<file path="src/rtl/stopwatch_pkg.sv">
// Shared definitions for the multi-channel stopwatch controller.
// The state encoding is visible on the top-level state port, so it is fixed here.
package stopwatch_pkg;

  localparam int STATE_W = 2;

  typedef enum logic [STATE_W-1:0] {
    STAT_IDLE = 2'b00,
    STAT_RUN  = 2'b01,
    STAT_STOP = 2'b10,
    STAT_LAP  = 2'b11
  } stat_e;

  typedef struct packed {
    logic ss;
    logic lap;
    logic clr;
  } btn_t;

  // The counter advances in both RUN and LAP; only the display differs.
  function automatic logic is_running(input stat_e s);
    return (s == STAT_RUN) || (s == STAT_LAP);
  endfunction

endpackage

</file>
<file path="src/rtl/stopwatch_chan.sv">
// One stopwatch channel: button edge detect, start/stop/lap/clear FSM,
// saturating elapsed counter with sticky overflow, and lap display latch.
module stopwatch_chan
  import stopwatch_pkg::*;
#(
  parameter int CNT_W = 16
) (
  input  logic               clk_i,
  input  logic               rst_i,
  input  logic               tick_i,
  input  logic               ss_i,
  input  logic               lap_i,
  input  logic               clr_i,
  output logic               en_o,
  output logic [STATE_W-1:0] state_o,
  output logic [CNT_W-1:0]   count_o,
  output logic               ovf_o
);

  localparam logic [CNT_W-1:0] CNT_MAX = '1;

  btn_t             btn_q;
  btn_t             press;
  stat_e            state_q, state_d;
  logic [CNT_W-1:0] cnt_q, cnt_d;
  logic [CNT_W-1:0] lap_q, lap_d;
  logic             ovf_q, ovf_d;

  // btn_q clears on reset, so a button held through reset release counts as a press.
  assign press.ss  = ss_i  & ~btn_q.ss;
  assign press.lap = lap_i & ~btn_q.lap;
  assign press.clr = clr_i & ~btn_q.clr;

  always_ff @(posedge clk_i) begin
    if (rst_i) begin
      btn_q   <= '0;
      state_q <= STAT_IDLE;
      cnt_q   <= '0;
      lap_q   <= '0;
      ovf_q   <= 1'b0;
    end else begin
      btn_q.ss  <= ss_i;
      btn_q.lap <= lap_i;
      btn_q.clr <= clr_i;
      state_q   <= state_d;
      cnt_q     <= cnt_d;
      lap_q     <= lap_d;
      ovf_q     <= ovf_d;
    end
  end

  always_comb begin
    state_d = state_q;
    cnt_d   = cnt_q;
    lap_d   = lap_q;
    ovf_d   = ovf_q;

    // Counting follows the registered state, so the edge entering RUN does
    // not count and the edge leaving RUN/LAP for STOP does.
    if (tick_i && is_running(state_q)) begin
      if (cnt_q == CNT_MAX) ovf_d = 1'b1;
      else                  cnt_d = cnt_q + CNT_W'(1);
    end

    case (state_q)
      STAT_IDLE: begin
        if (press.ss) state_d = STAT_RUN;
      end
      STAT_RUN: begin
        if (press.ss) begin
          state_d = STAT_STOP;
        end else if (press.lap) begin
          state_d = STAT_LAP;
          lap_d   = cnt_q;
        end
      end
      STAT_LAP: begin
        if      (press.ss)  state_d = STAT_STOP;
        else if (press.lap) state_d = STAT_RUN;
      end
      STAT_STOP: begin
        if (press.clr) begin
          state_d = STAT_IDLE;
          cnt_d   = '0;
          ovf_d   = 1'b0;
        end else if (press.ss) begin
          state_d = STAT_RUN;
        end
      end
      default: state_d = STAT_IDLE;
    endcase
  end

  assign en_o    = is_running(state_q);
  assign state_o = state_q;
  assign count_o = (state_q == STAT_LAP) ? lap_q : cnt_q;
  assign ovf_o   = ovf_q;

endmodule

</file>
<file path="src/rtl/stopwatch_ctrl.sv">
// Multi-channel stopwatch controller: CH independent channels sharing only the
// timebase tick, with outputs packed channel-major onto flat buses.
module stopwatch_ctrl
  import stopwatch_pkg::*;
#(
  parameter int CH    = 2,
  parameter int CNT_W = 16
) (
  input  logic                  clk,
  input  logic                  rst,
  input  logic                  tick,
  input  logic [CH-1:0]         start_stop,
  input  logic [CH-1:0]         lap,
  input  logic [CH-1:0]         clr,
  output logic [CH-1:0]         en,
  output logic [STATE_W*CH-1:0] state,
  output logic [CH*CNT_W-1:0]   count,
  output logic [CH-1:0]         ovf
);

  for (genvar i = 0; i < CH; i++) begin : g_ch
    stopwatch_chan #(
      .CNT_W(CNT_W)
    ) u_chan (
      .clk_i   (clk),
      .rst_i   (rst),
      .tick_i  (tick),
      .ss_i    (start_stop[i]),
      .lap_i   (lap[i]),
      .clr_i   (clr[i]),
      .en_o    (en[i]),
      .state_o (state[STATE_W*i +: STATE_W]),
      .count_o (count[CNT_W*i +: CNT_W]),
      .ovf_o   (ovf[i])
    );
  end

endmodule

</file>
<file path="config.mk">
export PLATFORM = sky130hd
export DESIGN_NAME = stopwatch_ctrl
export DESIGN_NICKNAME = d
export VERILOG_FILES = /design/src/rtl/stopwatch_pkg.sv /design/src/rtl/stopwatch_chan.sv /design/src/rtl/stopwatch_ctrl.sv
export SDC_FILE = /design/constraint.sdc
export NUM_CORES = 1
export LEC_CHECK = 0
export ABC_AREA = 0
export CAP_MARGIN = 25
export CORE_MARGIN = 2
export CORE_UTILIZATION = 55
export CTS_CLUSTER_SIZE = 40
export DETAILED_ROUTE_END_ITERATION = 6
export PLACE_DENSITY = 0.8
export SLEW_MARGIN = 0
export SYNTH_ARGS = -nofsm -noshare
export SYNTH_HDL_FRONTEND = slang
export SYNTH_SLANG_ARGS = --single-unit
</file>
<file path="constraint.sdc">
create_clock -name clk -period 2.1 [get_ports clk]
set_input_delay 0.21 -clock clk [delete_from_list [all_inputs] [get_ports clk]]
set_output_delay 0.21 -clock clk [all_outputs]
set_load 0.02 [all_outputs]
</file>
==> impl_metrics.py <==
metrics = {
    "placed_design": {
        "post-dp-hpwl_um": 5670,
        "pre_cts_slack_ns": -0.00512,
        "portBuffers": 48,
        "place_congestion": 0.837,
    },
    "cells_and_area": {
        "syn_to_final_growth_pct": 19.9,
        "fill_cells": 502,
        "n_antenna_cell": 0,
        "final_layout_size_suffix_gt1_frac": 0.164,
        "fin_nets": 464,
    },
    "die": {
        "ios": 49,
        "core_um2": 6420,
        "start_util": 0.578,
        "row_count": 29,
        "die_h_um": 86.1,
        "fp.dieW_um": 86.1,
        "die_area_um2": 7420,
    },
    "grt": {
        "grt_pass1_vias": 2952,
        "grt.overflow.total": 0,
        "antenna_found_initial": 0,
        "grt_max_degree": 30,
        "grt_use_total": 0.238,
        "grt_pass1_wl_um": 14200,
    },
    "synth": {
        "synthAdderAreaFrac": 0.00675,
        "synth_top_family_by_area": "simple AND/OR/NAND/NOR gates",
        "async_flop_share": 0,
        "ys_warn_count": 0,
        "yosys.area_share.simple": 0.238,
        "synth_seq_area_share": 0.410,
        "synth-seq-cells": 76,
        "synth_edf_count": 0,
        "synth_fp_nets": 413,
        "netlist_instances": 402,
        "synth_cell_type_count": 51,
        "yosys.area.top_type": "dfxtp_1",
        "yosysTopAreaCellShare": 0.410,
        "netlist_top_cells_area": "dfxtp_1 41%, mux2_2 9.7%, mux2i_1 9.4%",
        "yosys-mux-area-fraction": 0.192,
        "synth_common_cells": "76 x dfxtp_1, 47 x nor2_1, 35 x mux2i_1",
        "yosysMostFrequentCell": "dfxtp_1",
        "synth.avg_cell_area_um2": 9.23,
        "synth_xor_area_frac": 0.00236,
        "synth_compound_area_frac": 0.107,
        "synth_top_flop_cell": "dfxtp_1",
        "synth_area_um2": 3710,
    },
    "worst_setup_path": {
        "cpMaxStageDelayCell": "or4_4",
        "crit_path_max_incr_delay_ns": 0.53,
        "critPathLaunchType": "flip-flop",
        "crit_path_cell_trace": "ha_2 -> nand3_4 -> or4_4 -> or4_1 -> a31oi_1",
        "worst-path-buf-inv": 0,
        "r2r_cells": 5,
        "cp_max_fo": 6,
        "path_depth": 5,
        "cp.arrival_ns": 2.26,
        "crit_family": "simple AND/OR/NAND/NOR gates",
        "worstSetupPathType": "reg -> reg",
        "worstPathRequired_ns": 2.37,
        "cp-end-kind": "flip-flop",
    },
    "routing": {
        "vias": 3207,
        "drtIter0Drc": 301,
        "firstDrtPassIters": 5,
        "drc_errors": 0,
        "ant_nets": 0,
        "viasPerCell": 6.01,
        "wire_per_inst_um": 15.4,
        "routed_wl_um": 8210,
    },
    "sta": {
        "slew_headroom": 0.612,
        "layout_setup_ws_ns": 0.108,
        "hold_violations": 0,
        "clock_skew_ns": 0.00696,
        "drv_slew": 0,
        "layout_min_cycle_time_ns": 1.99,
        "finalSetupTns_ns": 0,
        "max_freq_ghz": 0.502,
        "tightestPinTransition_ns": 0.575,
        "fin_crit_sh": 0.948,
        "rsz0062_at_grt": "false",
        "finalSetupViolCount": 0,
    },
    "worst_hold_path": {
        "hp-class": "in -> reg",
        "whs_path_depth": 2,
    },
    "power": {
        "netSwitchingFraction": 0.239,
        "combPwrFrac": 0.070,
        "clock_power_share": 0.359,
        "vdd_ir_drop_max_uv": 529,
        "p_leak_uw": 0.00200,
        "p_sw_uw": 615,
        "p_int_uw": 1950,
        "powerDensity_nw_per_um2": 577,
        "seqPwrFrac": 0.571,
    },
    "run": {
        "max_cap_violations": 0,
    },
    "run_status": {
        "status": "complete, no violations",
    },
    "cts": {
        "cts_tree": "done",
        "clkTransAtPathRegs_ns": 0.07,
        "htree_levels": 3,
        "clock_latency_ns": 0.35,
        "cts_sinks": 76,
        "root_buffer": "clkbuf_8",
        "max-clock-path-buffers": 2,
        "cts_buffers": 9,
    },
}
[path summary, 6_finish.rpt]
kind,from,to,slack (ns)
setup reg to reg,g_ch[0].u_chan.cnt_q[0]$_SDFF_PP0_,g_ch[0].u_chan.cnt_q[14]$_SDFF_PP0_,0.11
hold reg to reg,g_ch[1].u_chan.ovf_o$_SDFF_PP0_,g_ch[1].u_chan.ovf_o$_SDFF_PP0_,0.47
hold / removal,clr[1],g_ch[1].u_chan.btn_q[0]$_SDFF_PP0_,0.46
setup / recovery,g_ch[0].u_chan.cnt_q[0]$_SDFF_PP0_,g_ch[0].u_chan.cnt_q[14]$_SDFF_PP0_,0.11
[cell usage in the layout (no fill, tap or decap), types with 10 or more instances in the layout]
cell type,instances
nand4_1,10
clkdlybuf4s50_1,18
nor2_1,47
nand3_1,10
buf_4,19
a21oi_1,20
dlygate4sd2_1,29
nor2b_1,10
nand2_1,19
dfxtp_1,76
nor3_1,12
mux2i_1,35
mux2_2,32
[layout make-up]
type,count,area [µm²],area share
Multi-Input combinational cell,289,2030,0.456
Sequential cell,76,1520,0.342
Timing Repair Buffer,69,621,0.140
Clock buffer,12,135,0.0304
Tap cell,77,96.3,0.0217
Inverter,8,30.0,0.00675
Clock inverter,3,15.0,0.00338
[cell families (layout without fill, tap and decap cells)]
group,count (synthesis),count (layout)
and+or+nand+nor,159,159
buffers and inverters,37,92
muxes,67,67
adders and majority gates,2,2
AOI/OAI and AO/OA,60,60
DFF,76,76
xor gates and xnor gates,1,1
[flip-flops by register name, summed over array words and instances (netlist names)]
signal               flops
g_ch.u_chan.state_o      4
g_ch.u_chan.ovf_o        2
g_ch.u_chan.lap_q       32
g_ch.u_chan.btn_q        6
g_ch.u_chan.cnt_q       32
[timing repair]
action,in CTS,in global routing
hold buffers,0,0
gates cloned,0,0
gates resized for setup,31,2
setup buffers,0,0
endpoints found under the setup margin,29,2
hold endpoints to repair,0,0
[per-stage QoR]
step,cell area (µm²),std cells,hold WS (ns),power (µW),util
4_1_cts,4440,534,0.459,2590,0.692
6_report,4450,534,0.461,2570,0.693
3_3_place_gp,4320,519,0.457,1670,0.673
5_1_grt,4450,534,0.470,2670,0.693
3_5_place_dp,4320,519,0.465,1680,0.673
2_1_floorplan,3710,402,0.338,1610,-
[power groups by stage]
stage               logic (µW)  registers (µW)  clock network (µW)
floorplan                  107            1500                   0
global placement           176            1500                   0
detailed placement         179            1500                   0
CTS                        179            1470                 941
global route               195            1470                1010
finish                     179            1470                 921
[per-layer routing]
layer	routed length [µm]	up-vias	GRT usage
li1	-	1564	-
met1	3840	1516	0.330
met2	3670	115	0.357
met3	592	12	0.0722
met4	105	0	0.0722
met5	0	-	0
Power figures use the tool's default switching activity.
